[src/rtl/conv3x3_stream_if.sv]
// Handshake bundle for conv3x3_stream: pixel stream in, convolution results out,
// plus the per-frame completion pulse and threshold decision.
interface conv3x3_stream_if #(
    parameter int PIX_W = 5,
    parameter int OUT_W = 9
);
    logic [1:0]       m;
    logic             in_valid;
    logic             in_ready;
    logic [PIX_W-1:0] in_pix;
    logic             out_valid;
    logic             out_ready;
    logic [OUT_W-1:0] out_pix;
    logic             out_last;
    logic             frame_done;
    logic             ans;

    modport master (
        output m, in_valid, in_pix, out_ready,
        input  in_ready, out_valid, out_pix, out_last, frame_done, ans
    );

    modport slave (
        input  m, in_valid, in_pix, out_ready,
        output in_ready, out_valid, out_pix, out_last, frame_done, ans
    );
endinterface

[src/rtl/conv3x3_stream.sv]
// Streaming 3x3 binary-mask convolution over a raster frame, using two line buffers,
// a backpressured result register and a saturating per-frame total for the threshold decision.
module conv3x3_stream #(
    parameter int          IMG_W  = 4,
    parameter int          IMG_H  = 4,
    parameter int          PIX_W  = 5,
    parameter int          OUT_W  = 9,
    parameter int unsigned THRESH = 40,
    parameter logic [8:0]  K0     = 9'b100110000,
    parameter logic [8:0]  K1     = 9'b000010111,
    parameter logic [8:0]  K2     = 9'b111000111,
    parameter logic [8:0]  K3     = 9'b111111111
) (
    input logic              clk,
    input logic              rst,
    conv3x3_stream_if.slave  bus
);
    localparam int COL_W = $clog2(IMG_W);
    localparam int ROW_W = $clog2(IMG_H);
    localparam int SUM_W = PIX_W + 4;
    localparam int CMP_W = (SUM_W > OUT_W) ? SUM_W : OUT_W;

    typedef enum logic [1:0] {IDLE, RUN, DRAIN, DONE} state_t;

    state_t           r_state;
    logic [COL_W-1:0] r_col;
    logic [ROW_W-1:0] r_row;
    logic [1:0]       r_modeQ;
    logic [31:0]      r_acc;
    logic [PIX_W-1:0] r_line0 [IMG_W];
    logic [PIX_W-1:0] r_line1 [IMG_W];
    logic [PIX_W-1:0] r_win   [3][2];

    logic             w_inReady;
    logic             w_accept;
    logic             w_lastPix;
    logic             w_winDone;
    logic             w_outFire;
    logic [8:0]       w_mask;
    logic [PIX_W-1:0] w_win [3][3];
    logic [SUM_W-1:0] w_sum;
    logic [CMP_W-1:0] w_sumExt;
    logic [OUT_W-1:0] w_sat;
    logic [32:0]      w_accSum;
    logic [31:0]      w_accNext;

    always_comb begin
        w_inReady = 1'b0;
        if (!rst) begin
            case (r_state)
                IDLE:    w_inReady = 1'b1;
                RUN:     w_inReady = !bus.out_valid || bus.out_ready;
                default: w_inReady = 1'b0;
            endcase
        end
    end

    assign bus.in_ready = w_inReady;
    assign w_accept     = bus.in_valid && w_inReady;
    assign w_lastPix    = (r_row == ROW_W'(IMG_H - 1)) && (r_col == COL_W'(IMG_W - 1));
    assign w_winDone    = w_accept && (r_row >= ROW_W'(2)) && (r_col >= COL_W'(2));
    assign w_outFire    = bus.out_valid && bus.out_ready;

    always_comb begin
        case (r_modeQ)
            2'd0:    w_mask = K0;
            2'd1:    w_mask = K1;
            2'd2:    w_mask = K2;
            default: w_mask = K3;
        endcase
    end

    // The right-hand window column is the incoming pixel plus the two buffered pixels above it.
    always_comb begin
        for (int r = 0; r < 3; r++) begin
            for (int c = 0; c < 2; c++) begin
                w_win[r][c] = r_win[r][c];
            end
        end
        w_win[0][2] = r_line1[r_col];
        w_win[1][2] = r_line0[r_col];
        w_win[2][2] = bus.in_pix;
        w_sum = '0;
        for (int r = 0; r < 3; r++) begin
            for (int c = 0; c < 3; c++) begin
                if (w_mask[8 - (r * 3 + c)]) begin
                    w_sum = w_sum + SUM_W'(w_win[r][c]);
                end
            end
        end
    end

    assign w_sumExt  = CMP_W'(w_sum);
    assign w_sat     = (w_sumExt > CMP_W'({OUT_W{1'b1}})) ? '1 : w_sumExt[OUT_W-1:0];
    assign w_accSum  = {1'b0, r_acc} + 33'(bus.out_pix);
    assign w_accNext = w_accSum[32] ? '1 : w_accSum[31:0];

    always_ff @(posedge clk) begin
        if (w_accept) begin
            r_line1[r_col] <= r_line0[r_col];
            r_line0[r_col] <= bus.in_pix;
            for (int r = 0; r < 3; r++) begin
                r_win[r][0] <= r_win[r][1];
                r_win[r][1] <= w_win[r][2];
            end
        end
    end

    always_ff @(posedge clk) begin
        if (rst) begin
            r_state        <= IDLE;
            r_col          <= '0;
            r_row          <= '0;
            r_modeQ        <= '0;
            r_acc          <= '0;
            bus.out_valid  <= 1'b0;
            bus.out_pix    <= '0;
            bus.out_last   <= 1'b0;
            bus.frame_done <= 1'b0;
            bus.ans        <= 1'b0;
        end else begin
            bus.frame_done <= 1'b0;
            if (w_accept) begin
                if (r_col == COL_W'(IMG_W - 1)) begin
                    r_col <= '0;
                    r_row <= (r_row == ROW_W'(IMG_H - 1)) ? '0 : r_row + ROW_W'(1);
                end else begin
                    r_col <= r_col + COL_W'(1);
                end
            end
            // A new window reloads the register even while the old result is leaving.
            if (w_winDone) begin
                bus.out_valid <= 1'b1;
                bus.out_pix   <= w_sat;
                bus.out_last  <= w_lastPix;
            end else if (w_outFire) begin
                bus.out_valid <= 1'b0;
                bus.out_last  <= 1'b0;
            end
            if (w_outFire) begin
                r_acc <= w_accNext;
            end
            case (r_state)
                IDLE: begin
                    if (w_accept) begin
                        r_state <= RUN;
                        r_modeQ <= bus.m;
                    end
                end
                RUN: begin
                    if (w_accept && w_lastPix) begin
                        r_state <= DRAIN;
                    end
                end
                DRAIN: begin
                    if (w_outFire && bus.out_last) begin
                        r_state        <= DONE;
                        bus.frame_done <= 1'b1;
                        bus.ans        <= (w_accNext > THRESH);
                    end
                end
                default: begin
                    r_state <= IDLE;
                    r_acc   <= '0;
                end
            endcase
        end
    end
endmodule

[src/flat_wrapper.sv]
// flat-port wrapper written by rule: the top's interface ports become plain ports
module conv3x3_stream_flat 
#(
    parameter int          IMG_W  = 4,
    parameter int          IMG_H  = 4,
    parameter int          PIX_W  = 5,
    parameter int          OUT_W  = 9,
    parameter int unsigned THRESH = 40,
    parameter logic [8:0]  K0     = 9'b100110000,
    parameter logic [8:0]  K1     = 9'b000010111,
    parameter logic [8:0]  K2     = 9'b111000111,
    parameter logic [8:0]  K3     = 9'b111111111
)
  (clk, rst, bus_m, bus_in_valid, bus_in_pix, bus_out_ready, bus_in_ready, bus_out_valid, bus_out_pix, bus_out_last, bus_frame_done, bus_ans);
  conv3x3_stream_if #(.PIX_W(PIX_W), .OUT_W(OUT_W)) bus_i ();
  input logic clk;
  input logic rst;
  input wire logic [$bits(bus_i.m)-1:0] bus_m;
  input wire logic [$bits(bus_i.in_valid)-1:0] bus_in_valid;
  input wire logic [$bits(bus_i.in_pix)-1:0] bus_in_pix;
  input wire logic [$bits(bus_i.out_ready)-1:0] bus_out_ready;
  output wire logic [$bits(bus_i.in_ready)-1:0] bus_in_ready;
  output wire logic [$bits(bus_i.out_valid)-1:0] bus_out_valid;
  output wire logic [$bits(bus_i.out_pix)-1:0] bus_out_pix;
  output wire logic [$bits(bus_i.out_last)-1:0] bus_out_last;
  output wire logic [$bits(bus_i.frame_done)-1:0] bus_frame_done;
  output wire logic [$bits(bus_i.ans)-1:0] bus_ans;
  assign bus_i.m = bus_m;
  assign bus_i.in_valid = bus_in_valid;
  assign bus_i.in_pix = bus_in_pix;
  assign bus_i.out_ready = bus_out_ready;
  assign bus_in_ready = bus_i.in_ready;
  assign bus_out_valid = bus_i.out_valid;
  assign bus_out_pix = bus_i.out_pix;
  assign bus_out_last = bus_i.out_last;
  assign bus_frame_done = bus_i.frame_done;
  assign bus_ans = bus_i.ans;
  conv3x3_stream #(.IMG_W(IMG_W), .IMG_H(IMG_H), .PIX_W(PIX_W), .OUT_W(OUT_W), .THRESH(THRESH), .K0(K0), .K1(K1), .K2(K2), .K3(K3)) u_core (.clk(clk), .rst(rst), .bus(bus_i));
endmodule
[config.mk]
export PLATFORM = sky130hd
export DESIGN_NAME = conv3x3_stream_flat
export DESIGN_NICKNAME = d
export VERILOG_FILES = /design/src/rtl/conv3x3_stream_if.sv /design/src/rtl/conv3x3_stream.sv /design/src/flat_wrapper.sv
export SDC_FILE = /design/constraint.sdc
export NUM_CORES = 1
export LEC_CHECK = 0
export BUFFER_PORTS_ARGS = -buffer_cell sky130_fd_sc_hd__buf_2
export CAP_MARGIN = 20
export CORE_ASPECT_RATIO = 0.5
export CORE_MARGIN = 1
export CORE_UTILIZATION = 65
export DETAILED_ROUTE_END_ITERATION = 10
export PLACE_DENSITY = 0.85
export SKIP_LAST_GASP = 1
export SYNTH_ARGS = -nofsm -noshare
export SYNTH_HDL_FRONTEND = slang
export SYNTH_SLANG_ARGS = --single-unit
export TNS_END_PERCENT = 1
[constraint.sdc]
create_clock -name clk -period 14.8 [get_ports clk]
set_input_delay 2.96 -clock clk [delete_from_list [all_inputs] [get_ports clk]]
set_output_delay 2.96 -clock clk [all_outputs]
set_load 0.02 [all_outputs]
==> results of run 1 <==
-- power groups by stage --
| stage | logic [uW] | registers (uW) | clock network (uW) |
|---|---|---|---|
| after floorplan | 979 | 431 | 0 |
| after global placement | 1120 | 442 | 0 |
| after detailed placement | 1200 | 445 | 0 |
| after CTS | 1230 | 438 | 406 |
| after global routing | 1380 | 442 | 420 |
| final | 1240 | 438 | 405 |
-- cells in the mapped netlist, drive strengths merged, types with 5 or more instances --
library cell	n	area [um^2]
clkbuf	25	93.8
o211ai	14	115
edfxtp	70	2100
nor2b	7	43.8
mux2	11	124
xnor2	24	244
or2	6	37.5
o31ai	5	37.5
nand4	8	50.1
mux4	10	225
nand3	18	90.1
ha	65	813
and3	9	56.3
and2b	5	43.8
a311oi	11	96.3
a31oi	8	50.1
xor2	18	165
a21oi	61	309
nor3	15	75.1
fa	8	160
nor2	72	270
o21ai	60	304
nand3b	6	45.0
a21o	22	165
and2	8	50.1
inv	55	206
or3	6	37.5
nand2	54	203
o21a	6	45.0
nand2b	8	57.6
a211oi	23	210
mux2i	9	90.1
dfxtp	55	1100
-- registers in the layout, summed over array words and instances, names as in the netlist, named ones only --
name and flops:
u_core.r_win 30, u_core.r_row 2, u_core.r_state 2, u_core.bus.frame_done 1
u_core.bus.ans 1, u_core.bus.out_pix 9, u_core.r_col 2, u_core.r_line0 20
u_core.bus.out_last 1, u_core.r_modeQ 2, u_core.r_acc 32, u_core.bus.out_valid 1
u_core.r_line1 20
-- worst paths after layout --
path                      startpoint                     to  slack [ns]
setup / recovery   u_core.r_modeQ[1]  u_core.bus.out_pix[8]        5.89
hold / removal    u_core.r_win[1][4]     u_core.r_win[1][9]        0.45
setup reg to reg   u_core.r_modeQ[1]  u_core.bus.out_pix[8]        5.89
hold reg to reg   u_core.r_win[1][4]     u_core.r_win[1][9]        0.45
-- final cells by class --
| class | instances | area [um^2] | share of cell area |
|---|---|---|---|
| flip-flops and latches | 125 | 3200 | 0.351 |
| repair buffers | 28 | 150 | 0.0164 |
| clock inverters | 12 | 114 | 0.0125 |
| well taps | 165 | 206 | 0.0226 |
| inverters | 55 | 206 | 0.0226 |
| clock buffers | 20 | 457 | 0.0500 |
| multi-input cells | 632 | 4790 | 0.525 |
-- layer usage --
layer | up-vias | wire, um
met1 | 3168 | 8220
li1 | 3183 | -
met5 | - | 0
met2 | 225 | 9360
met3 | 41 | 1080
met4 | 0 | 403
-- through the flow --
stage	setup slack [ns]	instances	hold slack, ns	power, uW
2_1_floorplan	7.16	840	0.433	1410
3_3_place_gp	6.56	1005	0.437	1570
3_5_place_dp	6.18	1005	0.440	1640
4_1_cts	5.97	1037	0.450	2070
5_1_grt	5.20	1037	0.457	2240
6_report	5.89	1037	0.451	2080
-- placed cells by master, fill, tap and decap left out, drive strengths merged, types with 10 or more instances in the layout --
cell type	count
nor2	72
edfxtp	70
ha	65
a21oi	61
o21ai	60
inv	58
dfxtp	55
nand2	54
buf	28
xnor2	24
a211oi	23
a21o	22
clkbuf	20
nand3	18
xor2	18
nor3	15
o211ai	14
mux2	11
a311oi	11
mux4	10
-- worst max-delay path: cells and delay by family (launching register included) --
family	cells	cell delay (ns)
buffers and inverters	3	0.26
adders and majority gates	8	3.14
muxes	3	0.87
and+or+nand+nor	6	1.37
AOI/OAI and AO/OA	11	2.69
xor gates and xnor gates	1	0.15
DFF	1	0.35
-- logic make-up (layout without fill, tap and decap cells) --
group | Yosys count | count (layout) | synth area share
flip-flops | 125 | 125 | 0.385
multiplexers | 30 | 30 | 0.0528
XOR/XNOR | 46 | 46 | 0.0604
AND/OR/NAND/NOR | 235 | 235 | 0.142
AO/OA/AOI/OAI | 248 | 248 | 0.205
adder cells (fa/ha/maj) | 73 | 73 | 0.117
buffers and inverters | 83 | 115 | 0.0378
==> results.rst, run 1 <==
.. list-table::
   :header-rows: 1

   * - Metric
     - Value
   * - Result of the run
     - finished, final reports clean
   * - Residual DRC
     - 0
   * - Initial antenna violation count
     - 0
   * - Critical path capture point type
     - flip-flop
   * - Portion of total power attributed to combinational logic
     - 0.596
   * - P_sw
     - 897 uW
   * - Slew @ Worst Pin
     - around 0.85 ns
   * - Clock latency of the later-clocked register in the worst-skew pair
     - 0.43 ns
   * - Total number of H-tree levels
     - 4
   * - Clk pwr share
     - 0.194
   * - Antenna diode instance count
     - 0
   * - Total of flip-flops plus latches after synthesis
     - roughly 130
   * - Final Cycle Share
     - 0.602
   * - Clock-pin slew of the registers on the worst-case setup and hold paths
     - roughly 0.060 ns
   * - Maximum number of pins on one net before global-route repair
     - 34
   * - Cell Area, Synth
     - a little over 8000 um^2
   * - Hold WC Path Type
     - flip-flop to flip-flop
   * - TritonCTS Buffers
     - 17
   * - Critical path peak fanout
     - 12
   * - Die ar.
     - about 13000 um^2
   * - WP data arrival
     - 9.26 ns
   * - Root Buffer
     - clkbuf_16
   * - Top cell by count, worst path
     - fa_1
   * - Final setup skew
     - around 0.015 ns
   * - Routing usage on met3
     - 0.0667
   * - Post-Syn Nets
     - between 900 and 1000
   * - Detailed placer's ending HPWL
     - roughly 13000 um
   * - Core area
     - ~12000 um^2
   * - Internal Power
     - around 1200 uW
   * - Slowest cell on the critical path
     - nor2_1
   * - Routed via count divided by cell count
     - approximately 6.4
   * - Leakage Power
     - 0.00352 uW
   * - Filler Cell Count
     - approximately 820
   * - Clock Tree Buf Depth
     - 2
   * - Wire length per cell after detailed routing
     - around 18 um
   * - Total negative setup slack
     - 0 ns
   * - Sink count of the clock tree
     - roughly 130
   * - Hold Violations, Final
     - 0
   * - EDFF count, synth
     - 70
   * - Final count of pins violating max slew
     - 0
   * - TritonCTS clock tree
     - built
   * - Peak supply drop
     - 143 uV
   * - Layout net count
     - 943
   * - Post-synth cell types
     - 80
   * - Switching power as a share of total power
     - 0.430
   * - Worst-case headroom to the max-slew limit
     - 0.433
   * - Pwr/cell area
     - ~230 nW/um^2
   * - Met2 track demand over resource
     - 0.549
   * - Final WL
     - 19100 um
   * - Via count
     - roughly 6600
   * - Sequential cell area fraction in the yosys report
     - 0.385
   * - Synthesized instance count
     - between 800 and 900
   * - Met1 global-route usage
     - 0.365
   * - Setup violations, final
     - 0
   * - Worst Path Required
     - 15.15 ns
   * - Mean area per synthesized cell
     - a little under 10 um^2
   * - Number of global-route vias before repair
     - between 6000 and 7000
   * - Number of maximum-capacitance violations
     - 0
   * - Post-CTS resize count
     - 0
   * - GRT busiest layer
     - met2
   * - Top Ports
     - 25
   * - Maximum cell stage delay along the critical path
     - about 0.71 ns
   * - Floorplan row count
     - 28
   * - Input/output buffers
     - 24
   * - Post-CTS setup repair buffer count
     - 0
   * - Critical Path Start Type
     - flip-flop
   * - Fraction of final layout cells sized beyond drive strength 1
     - 0.133
   * - Sequential fraction of design power
     - 0.210
   * - Detailed Route Iter0 Violations
     - 439
   * - # hold bufs at CTS
     - 0
   * - Residual antenna-violating net count after detailed routing
     - 0
   * - DR pass1 iterations
     - 7
   * - Top flip-flop cell by instance count after synthesis
     - edfxtp_1
   * - Layout overhead on the synthesized area
     - 9.86%
   * - RSZ-0062 raised after global routing
     - no
   * - Hold Path Cell Cnt
     - 0
   * - Overall die height
     - around 82 um
   * - Final Instance Area
     - between 9000 and 10000 um^2
   * - Last weighted congestion value of the routability-driven placer
     - about 0.96
   * - Area after DPL
     - between 8000 and 9000 um^2
   * - Fin crit period
     - roughly 8.9 ns
   * - Horizontal die dimension
     - about 160 um
   * - WS Path Type
     - flip-flop to flip-flop
   * - Starting utilization of the core area
     - 0.686
   * - Fraction of registers with async set or reset after synthesis
     - 0
   * - Layout Utilization
     - 0.753
   * - Wire length of the first global-routing pass
     - ~31000 um
   * - Worst R2R Path Depth
     - 32
   * - Total track usage
     - 0.305
   * - Warning count from the yosys run
     - 0
   * - Grt ovf
     - 0
   * - Highest achievable clock rate
     - roughly 110 MHz
Power figures use the tool's default switching activity.
==> run 2, diff against run 1 <==
--- a/config.mk
+++ b/config.mk
@@ -9,9 +9,9 @@
 export CAP_MARGIN = 20
 export CORE_ASPECT_RATIO = 0.5
 export CORE_MARGIN = 1
-export CORE_UTILIZATION = 65
+export CORE_UTILIZATION = 57
 export DETAILED_ROUTE_END_ITERATION = 10
-export PLACE_DENSITY = 0.85
+export PLACE_DENSITY = 0.79
 export SKIP_LAST_GASP = 1
 export SYNTH_ARGS = -nofsm -noshare
 export SYNTH_HDL_FRONTEND = slang
==> constraint.sdc (replaced) <==
create_clock -name clk -period 8.03 [get_ports clk]
set_input_delay 1.606 -clock clk [delete_from_list [all_inputs] [get_ports clk]]
set_output_delay 1.606 -clock clk [all_outputs]
set_load 0.02 [all_outputs]
==> results.rst, run 2 (synthesis gave the netlist of run 1 again) <==
.. list-table::
   :header-rows: 1

   * - Metric
     - Value
   * - Result of the run
     - finished, final reports clean
   * - Via count
     - slightly below 7000
   * - Antenna diode instance count
     - 0
   * - Maximum cell stage delay along the critical path
     - 0.53 ns
   * - Fraction of final layout cells sized beyond drive strength 1
     - 0.194
   * - Slew @ Worst Pin
     - 0.831 ns
   * - Horizontal die dimension
     - 173 um
   * - Maximum number of pins on one net before global-route repair
     - 34
   * - Final count of pins violating max slew
     - 0
   * - Filler Cell Count
     - ~1000
   * - Core area
     - between 10000 and 15000 um^2
   * - Worst Path Required
     - 8.37 ns
   * - Worst setup slack after layout
     - approximately 0.065 ns
   * - Grt ovf
     - 0
   * - Peak supply drop
     - roughly 250 uV
   * - P_sw
     - 1850 uW
   * - Layout Utilization
     - 0.688
   * - Critical path capture point type
     - flip-flop
   * - Root Buffer
     - clkbuf_16
   * - Last weighted congestion value of the routability-driven placer
     - roughly 0.90
   * - TritonCTS Buffers
     - 17
   * - TritonCTS clock tree
     - built
   * - Starting utilization of the core area
     - 0.598
   * - Hold WC Path Type
     - flip-flop to flip-flop
   * - Total negative setup slack
     - 0 ns
   * - Wire length per cell after detailed routing
     - 19.0 um
   * - Worst-case headroom to the max-slew limit
     - 0.443
   * - Top cell by count, worst path
     - ha_1
   * - Sequential fraction of design power
     - 0.185
   * - Most frequent standard cell in the layout excluding fill and tap cells
     - nor2_1
   * - Final WL
     - 20700 um
   * - Layout overhead on the synthesized area
     - 15.0%
   * - Floorplan row count
     - 30
   * - Most frequent cells in the layout
     - nor2_1, edfxtp_1, ha_1
   * - Internal Power
     - between 2000 and 2500 uW
   * - Sink count of the clock tree
     - about 130
   * - Final Instance Area
     - about 9600 um^2
   * - WP data arrival
     - a little over 8 ns
   * - Register name with the most flops
     - u_core.r_acc
   * - Overall die height
     - roughly 87 um
   * - Clock Tree Buf Depth
     - 2
   * - Clock-pin slew of the registers on the worst-case setup and hold paths
     - ~0.060 ns
   * - Residual DRC
     - 0
   * - Highest achievable clock rate
     - around 130 MHz
   * - Residual antenna-violating net count after detailed routing
     - 0
   * - Critical path peak fanout
     - 3
   * - Registers with the most flip-flops
     - u_core.r_acc x32, u_core.r_win x30
   * - Switching power as a share of total power
     - 0.428
   * - Number of global-route vias before repair
     - ~6600
   * - Portion of total power attributed to combinational logic
     - 0.636
   * - Detailed placer's ending HPWL
     - ~13000 um
   * - Layout net count
     - about 960
   * - Total number of H-tree levels
     - 4
   * - Initial antenna violation count
     - 0
   * - Routed via count divided by cell count
     - about 6.2
   * - Critical Path Start Type
     - flip-flop
   * - Setup violations, final
     - 0
   * - Detailed Route Iter0 Violations
     - around 400
   * - Total track usage
     - 0.270
   * - Area after DPL
     - just under 9000 um^2
   * - DR pass1 iterations
     - 5
   * - Pwr/cell area
     - around 450 nW/um^2
   * - Slowest cell on the critical path
     - fa_2
   * - Dpl ws
     - -0.225 ns
   * - Clock latency of the later-clocked register in the worst-skew pair
     - between 0.4 and 0.5 ns
   * - Final Cycle Share
     - 0.992
   * - WS Path Type
     - flip-flop to flip-flop
   * - Die ar.
     - ~15000 um^2
   * - Wire length of the first global-routing pass
     - roughly 32000 um
   * - Fin crit period
     - around 8.0 ns
   * - Worst slack on hold paths
     - 0.457 ns
   * - Leakage Power
     - approximately 0.0037 uW
   * - Flip-flop count of the largest register after layout
     - 32
   * - Top Ports
     - 25
   * - Input/output buffers
     - 24
   * - Clk pwr share
     - 0.179
   * - Final setup skew
     - approximately 0.012 ns
   * - Number of maximum-capacitance violations
     - 0
   * - Hold Violations, Final
     - 0
run 2: cell types whose count changed in the layout (fill, tap and decap cells not counted), moves of 3 or more:
cell	change
o21ai_1	+6
buf_4	+20
a21oi_2	+8
a21oi_1	-8
fa_2	+3
inv_6	+3
o21ai_2	+5
o21ai_0	-11
ha_1	-10
fa_1	-3
ha_4	+9
run 2: worst paths after layout:
| check | slack, ns | cells past startpoint | to | from |
|---|---|---|---|---|
| max reg2reg | 0.06 | 35 | u_core.bus.out_pix[8] | u_core.r_modeQ[1] |
| max | 0.06 | 35 | u_core.bus.out_pix[8] | u_core.r_modeQ[1] |
| min reg2reg | 0.46 | 0 | u_core.r_win[2][5] | u_core.r_win[2][0] |
| min | 0.46 | 0 | u_core.r_win[2][5] | u_core.r_win[2][0] |
run 2: what timing repair did:
action                     4_1_cts  5_1_grt
setup endpoints to repair        3        4
hold buffers                     0        0
pin swaps                        1       28
setup buffers                    2       11
resized for setup                9       44
run 2: cell type report:
class                           count  area, um^2  share of cell area
Multi-Input combinational cell    632        5020               0.525
Clock inverter                     15         161              0.0169
Inverter                           55         206              0.0216
Sequential cell                   125        3210               0.335
Timing Repair Buffer               48         300              0.0314
Tap cell                          192         240              0.0251
Clock buffer                       17         425              0.0445
run 2: critical path: cells and delay by family (launching register included):
family,cells,cell delay (ns)
adders and majority gates,9,3.13
AOI/OAI and AO/OA,14,2.51
muxes,3,0.85
and+or+nand+nor,4,0.54
buffers and inverters,4,0.38
DFF,1,0.33
xor gates and xnor gates,1,0.14
run 2: routing by layer:
metal  GRT usage  part of all wire  vias up
met4       0.114             0.032        0
met5           0                 0        -
li1            -                 -     3213
met2       0.481              0.49      245
met1       0.331              0.42     3219
met3      0.0432             0.052       57
run 2: per-stage QoR:
step,cells,power [uW]
floorplan,840,2600
global placement,1039,2900
finish,1084,4320
global route,1084,4610
CTS,1073,3860
detailed placement,1039,3010
run 2: power groups by stage:
| stage | registers, uW | logic [uW] | clock network, uW |
|---|---|---|---|
| after floorplan | 794 | 1810 | 0 |
| after global placement | 801 | 2100 | 0 |
| after detailed placement | 805 | 2210 | 0 |
| after CTS | 793 | 2290 | 778 |
| after global routing | 803 | 3000 | 806 |
| final | 798 | 2750 | 774 |
==> run 3, diff against run 2 <==
--- a/config.mk
+++ b/config.mk
@@ -5,13 +5,14 @@
 export SDC_FILE = /design/constraint.sdc
 export NUM_CORES = 1
 export LEC_CHECK = 0
+export ABC_AREA = 1
 export BUFFER_PORTS_ARGS = -buffer_cell sky130_fd_sc_hd__buf_2
 export CAP_MARGIN = 20
 export CORE_ASPECT_RATIO = 0.5
 export CORE_MARGIN = 1
-export CORE_UTILIZATION = 57
+export CORE_UTILIZATION = 65
 export DETAILED_ROUTE_END_ITERATION = 10
-export PLACE_DENSITY = 0.79
+export PLACE_DENSITY = 0.85
 export SKIP_LAST_GASP = 1
 export SYNTH_ARGS = -nofsm -noshare
 export SYNTH_HDL_FRONTEND = slang
==> constraint.sdc (replaced) <==
create_clock -name clk -period 9.7 [get_ports clk]
set_input_delay 1.94 -clock clk [delete_from_list [all_inputs] [get_ports clk]]
set_output_delay 1.94 -clock clk [all_outputs]
set_load 0.02 [all_outputs]
==> results.rst, run 3 <==
.. list-table::
   :header-rows: 1

   * - Metric
     - Value
   * - Slowest cell on the critical path
     - dfxtp_1
   * - Share of the synthesized netlist area taken by xor and xnor gates
     - 0.0364
   * - Final Total Pwr
     - approximately 3300 uW
   * - Compound-cell area share of the yosys netlist
     - 0.143
   * - Residual antenna-violating net count after detailed routing
     - 0
   * - Wire length of the first global-routing pass
     - 31700 um
   * - Layout Utilization
     - 0.757
   * - Total track usage
     - 0.304
   * - Sink count of the clock tree
     - roughly 130
   * - Area after DPL
     - 8680 um^2
   * - Layout net count
     - between 1000 and 1500
   * - Flip-flop count of the largest register after layout
     - 32
   * - Antenna diode instance count
     - 0
   * - Last weighted congestion value of the routability-driven placer
     - 0.907
   * - Leakage Power
     - roughly 0.0043 uW
   * - Total negative setup slack
     - 0 ns
   * - Hold WC Path Type
     - flip-flop to flip-flop
   * - Final std cells w/o fill
     - around 1300
   * - Die ar.
     - between 10000 and 15000 um^2
   * - Cell Area, Synth
     - 8430 um^2
   * - Wire length per cell after detailed routing
     - about 15 um
   * - Peak supply drop
     - ~220 uV
   * - WS Path Type
     - flip-flop to flip-flop
   * - Detailed Route Iter0 Violations
     - 519
   * - Most frequent standard cell in the layout excluding fill and tap cells
     - inv_1
   * - Initial antenna violation count
     - 0
   * - Final Cycle Share
     - 0.930
   * - Post-CTS setup repair buffer count
     - 0
   * - Overall die height
     - approximately 83 um
   * - Detailed placer's ending HPWL
     - approximately 14000 um
   * - Synthesized-area fraction occupied by adder cells
     - 0.116
   * - Cell with the most instances after synthesis
     - inv_1
   * - Maximum number of pins on one net before global-route repair
     - 39
   * - Area taken by multi-input logic gates
     - roughly 4400 um^2
   * - Final count of pins violating max slew
     - 0
   * - Total of flip-flops plus latches after synthesis
     - approximately 130
   * - Post-Syn Nets
     - around 1200
   * - Worst R2R Path Depth
     - 42
   * - Main combinational cell family by area after synthesis
     - simple AND/OR/NAND/NOR gates
   * - Input/output buffers
     - 24
   * - DR pass1 iterations
     - 5
   * - Slew @ Worst Pin
     - between 1 and 1.5 ns
   * - Most instantiated cells after synthesis
     - inv_1, nand2_1, nor2_1
   * - Top flip-flop cell by instance count after synthesis
     - edfxtp_1
   * - Warning count from the yosys run
     - 0
   * - Synthesized instance count
     - between 1000 and 1500
   * - Setup violations, final
     - 0
   * - WP data arrival
     - ~9.4 ns
   * - Clock Tree Buf Depth
     - 2
   * - Grt ovf
     - 0
   * - Worst Path Required
     - between 10 and 15 ns
   * - EDFF count, synth
     - 70
   * - Post-CTS resize count
     - 0
   * - Fin crit period
     - 9.02 ns
   * - Sequential cell area fraction in the yosys report
     - 0.380
   * - Maximum cell stage delay along the critical path
     - between 0.7 and 0.8 ns
   * - Routed via count divided by cell count
     - 5.71
   * - Placed cells
     - 1244
   * - Multiplexer fraction of the synthesized cell area
     - 0
   * - Layout overhead on the synthesized area
     - 9.85%
   * - Mean area per synthesized cell
     - roughly 8 um^2
   * - Starting utilization of the core area
     - 0.689
   * - Highest achievable clock rate
     - approximately 110 MHz
   * - TritonCTS clock tree
     - built
   * - # hold bufs at CTS
     - 0
   * - Root Buffer
     - clkbuf_16
   * - Slack of the worst reg-to-reg path
     - 0.68 ns
   * - Register name with the most flops
     - u_core.r_acc
   * - Fraction of final layout cells sized beyond drive strength 1
     - 0.108
   * - Result of the run
     - finished, final reports clean
   * - Area share of the largest cell type after synthesis
     - 0.249
   * - Sequential Area
     - 3200 um^2
   * - Floorplan row count
     - 28
   * - Top cell by count, worst path
     - inv_1
   * - Clock-pin slew of the registers on the worst-case setup and hold paths
     - ~0.06 ns
   * - Top Ports
     - 25
   * - Endpoint of the worst-slack reg-to-reg timing path
     - u_core.bus.out_pix[8]
   * - RSZ-0062 raised after global routing
     - no
   * - Via count
     - 7291
   * - TritonCTS Buffers
     - 17
   * - Residual DRC
     - 0
   * - Hold Violations, Final
     - 0
   * - Final setup skew
     - ~0.009 ns
   * - Top cells by area in the synthesized netlist
     - edfxtp_1, dfxtp_1, ha_1
   * - Core area
     - ~12000 um^2
   * - Critical Path Start Type
     - flip-flop
   * - Cell type with the largest total area after synthesis
     - edfxtp_1
   * - Critical path capture point type
     - flip-flop
   * - Filler Cell Count
     - 854
   * - Post-synth cell types
     - 43
   * - Total number of H-tree levels
     - 4
   * - Registers with the most flip-flops
     - u_core.r_acc x32, u_core.r_win x30
   * - Horizontal die dimension
     - ~160 um
   * - Most frequent cells in the layout
     - inv_1, nand2_1, nor2_1
   * - Fraction of registers with async set or reset after synthesis
     - 0
   * - Number of maximum-capacitance violations
     - 0
   * - Pwr/cell area
     - ~360 nW/um^2
   * - Critical path peak fanout
     - 21
   * - End point of the critical path
     - u_core.bus.out_pix[8]
   * - Final Instance Area
     - 9260 um^2
   * - Final WL
     - between 15000 and 20000 um
   * - Number of global-route vias before repair
     - about 7000
   * - Worst-case headroom to the max-slew limit
     - 0.293
   * - Post-synthesis simple-gate area fraction
     - 0.228
   * - Clock latency of the later-clocked register in the worst-skew pair
     - about 0.42 ns
-- run 3: cell count changes after synthesis, moves of 9 or more --
cell,before,now
a21o_1,22,1
o21ai_0,56,88
nand3_1,18,51
a211oi_1,17,3
nor2_1,72,94
mux4_2,10,0
mux2_2,11,0
a311oi_1,11,0
mux2i_1,9,0
nand2_1,54,176
nand2_2,0,20
inv_1,55,188
and3_1,9,0
-- run 3: area by class of cell --
cell class	count	share of cell area
multi-input cells	733	0.476
flip-flops and latches	125	0.346
inverters	195	0.0791
clock buffers	18	0.0464
well taps	165	0.0223
repair buffers	27	0.0158
clock inverters	14	0.0146
-- run 3: cell families after synthesis --
| family | count (synthesis) |
|---|---|
| simple gates | 415 |
| buf+inv | 218 |
| compound gates | 210 |
| flops | 125 |
| fa+ha+maj | 73 |
| xor+xnor | 35 |
-- run 3: how the worst min path moves through the flow --
stage,startpoint,end,cells after the start
floorplan,u_core.r_win[0][2],u_core.r_win[0][7],0
global placement,u_core.r_win[2][3],u_core.r_win[2][8],0
detailed placement,u_core.r_win[1][4],u_core.r_win[1][9],0
CTS,u_core.r_win[1][4],u_core.r_win[1][9],0
global route,u_core.r_win[1][4],u_core.r_win[1][9],0
finish,u_core.r_win[1][2],u_core.r_win[1][7],0
-- run 3: layer usage --
| layer | share of wire | up-vias | GRT usage |
|---|---|---|---|
| met5 | 0 | - | 0 |
| met4 | 0.033 | 0 | 0.145 |
| met3 | 0.054 | 70 | 0.0544 |
| met2 | 0.49 | 246 | 0.559 |
| met1 | 0.43 | 3363 | 0.351 |
| li1 | - | 3612 | - |
-- run 3: critical path, delay by kind of cell, from the launching register on --
family	cells	cell delay [ns]
simple gates	9	0.76
buf+inv	12	1.29
xor+xnor	1	0.26
compound gates	12	2.55
fa+ha+maj	8	3.35
flops	1	0.72
-- run 3: where the power goes --
part           leakage (uW)  switching, uW  internal, uW
combinational       0.00292           1340           726
sequential          0.00108           33.0           636
clock              0.000264            257           356
total               0.00427           1630          1720
-- run 3: per-stage QoR --
step	hold WS, ns	setup WS (ns)
4_1_cts	0.460	0.940
2_1_floorplan	0.433	2.27
3_5_place_dp	0.446	1.27
6_report	0.462	0.680
5_1_grt	0.463	0.0460
3_3_place_gp	0.438	1.67
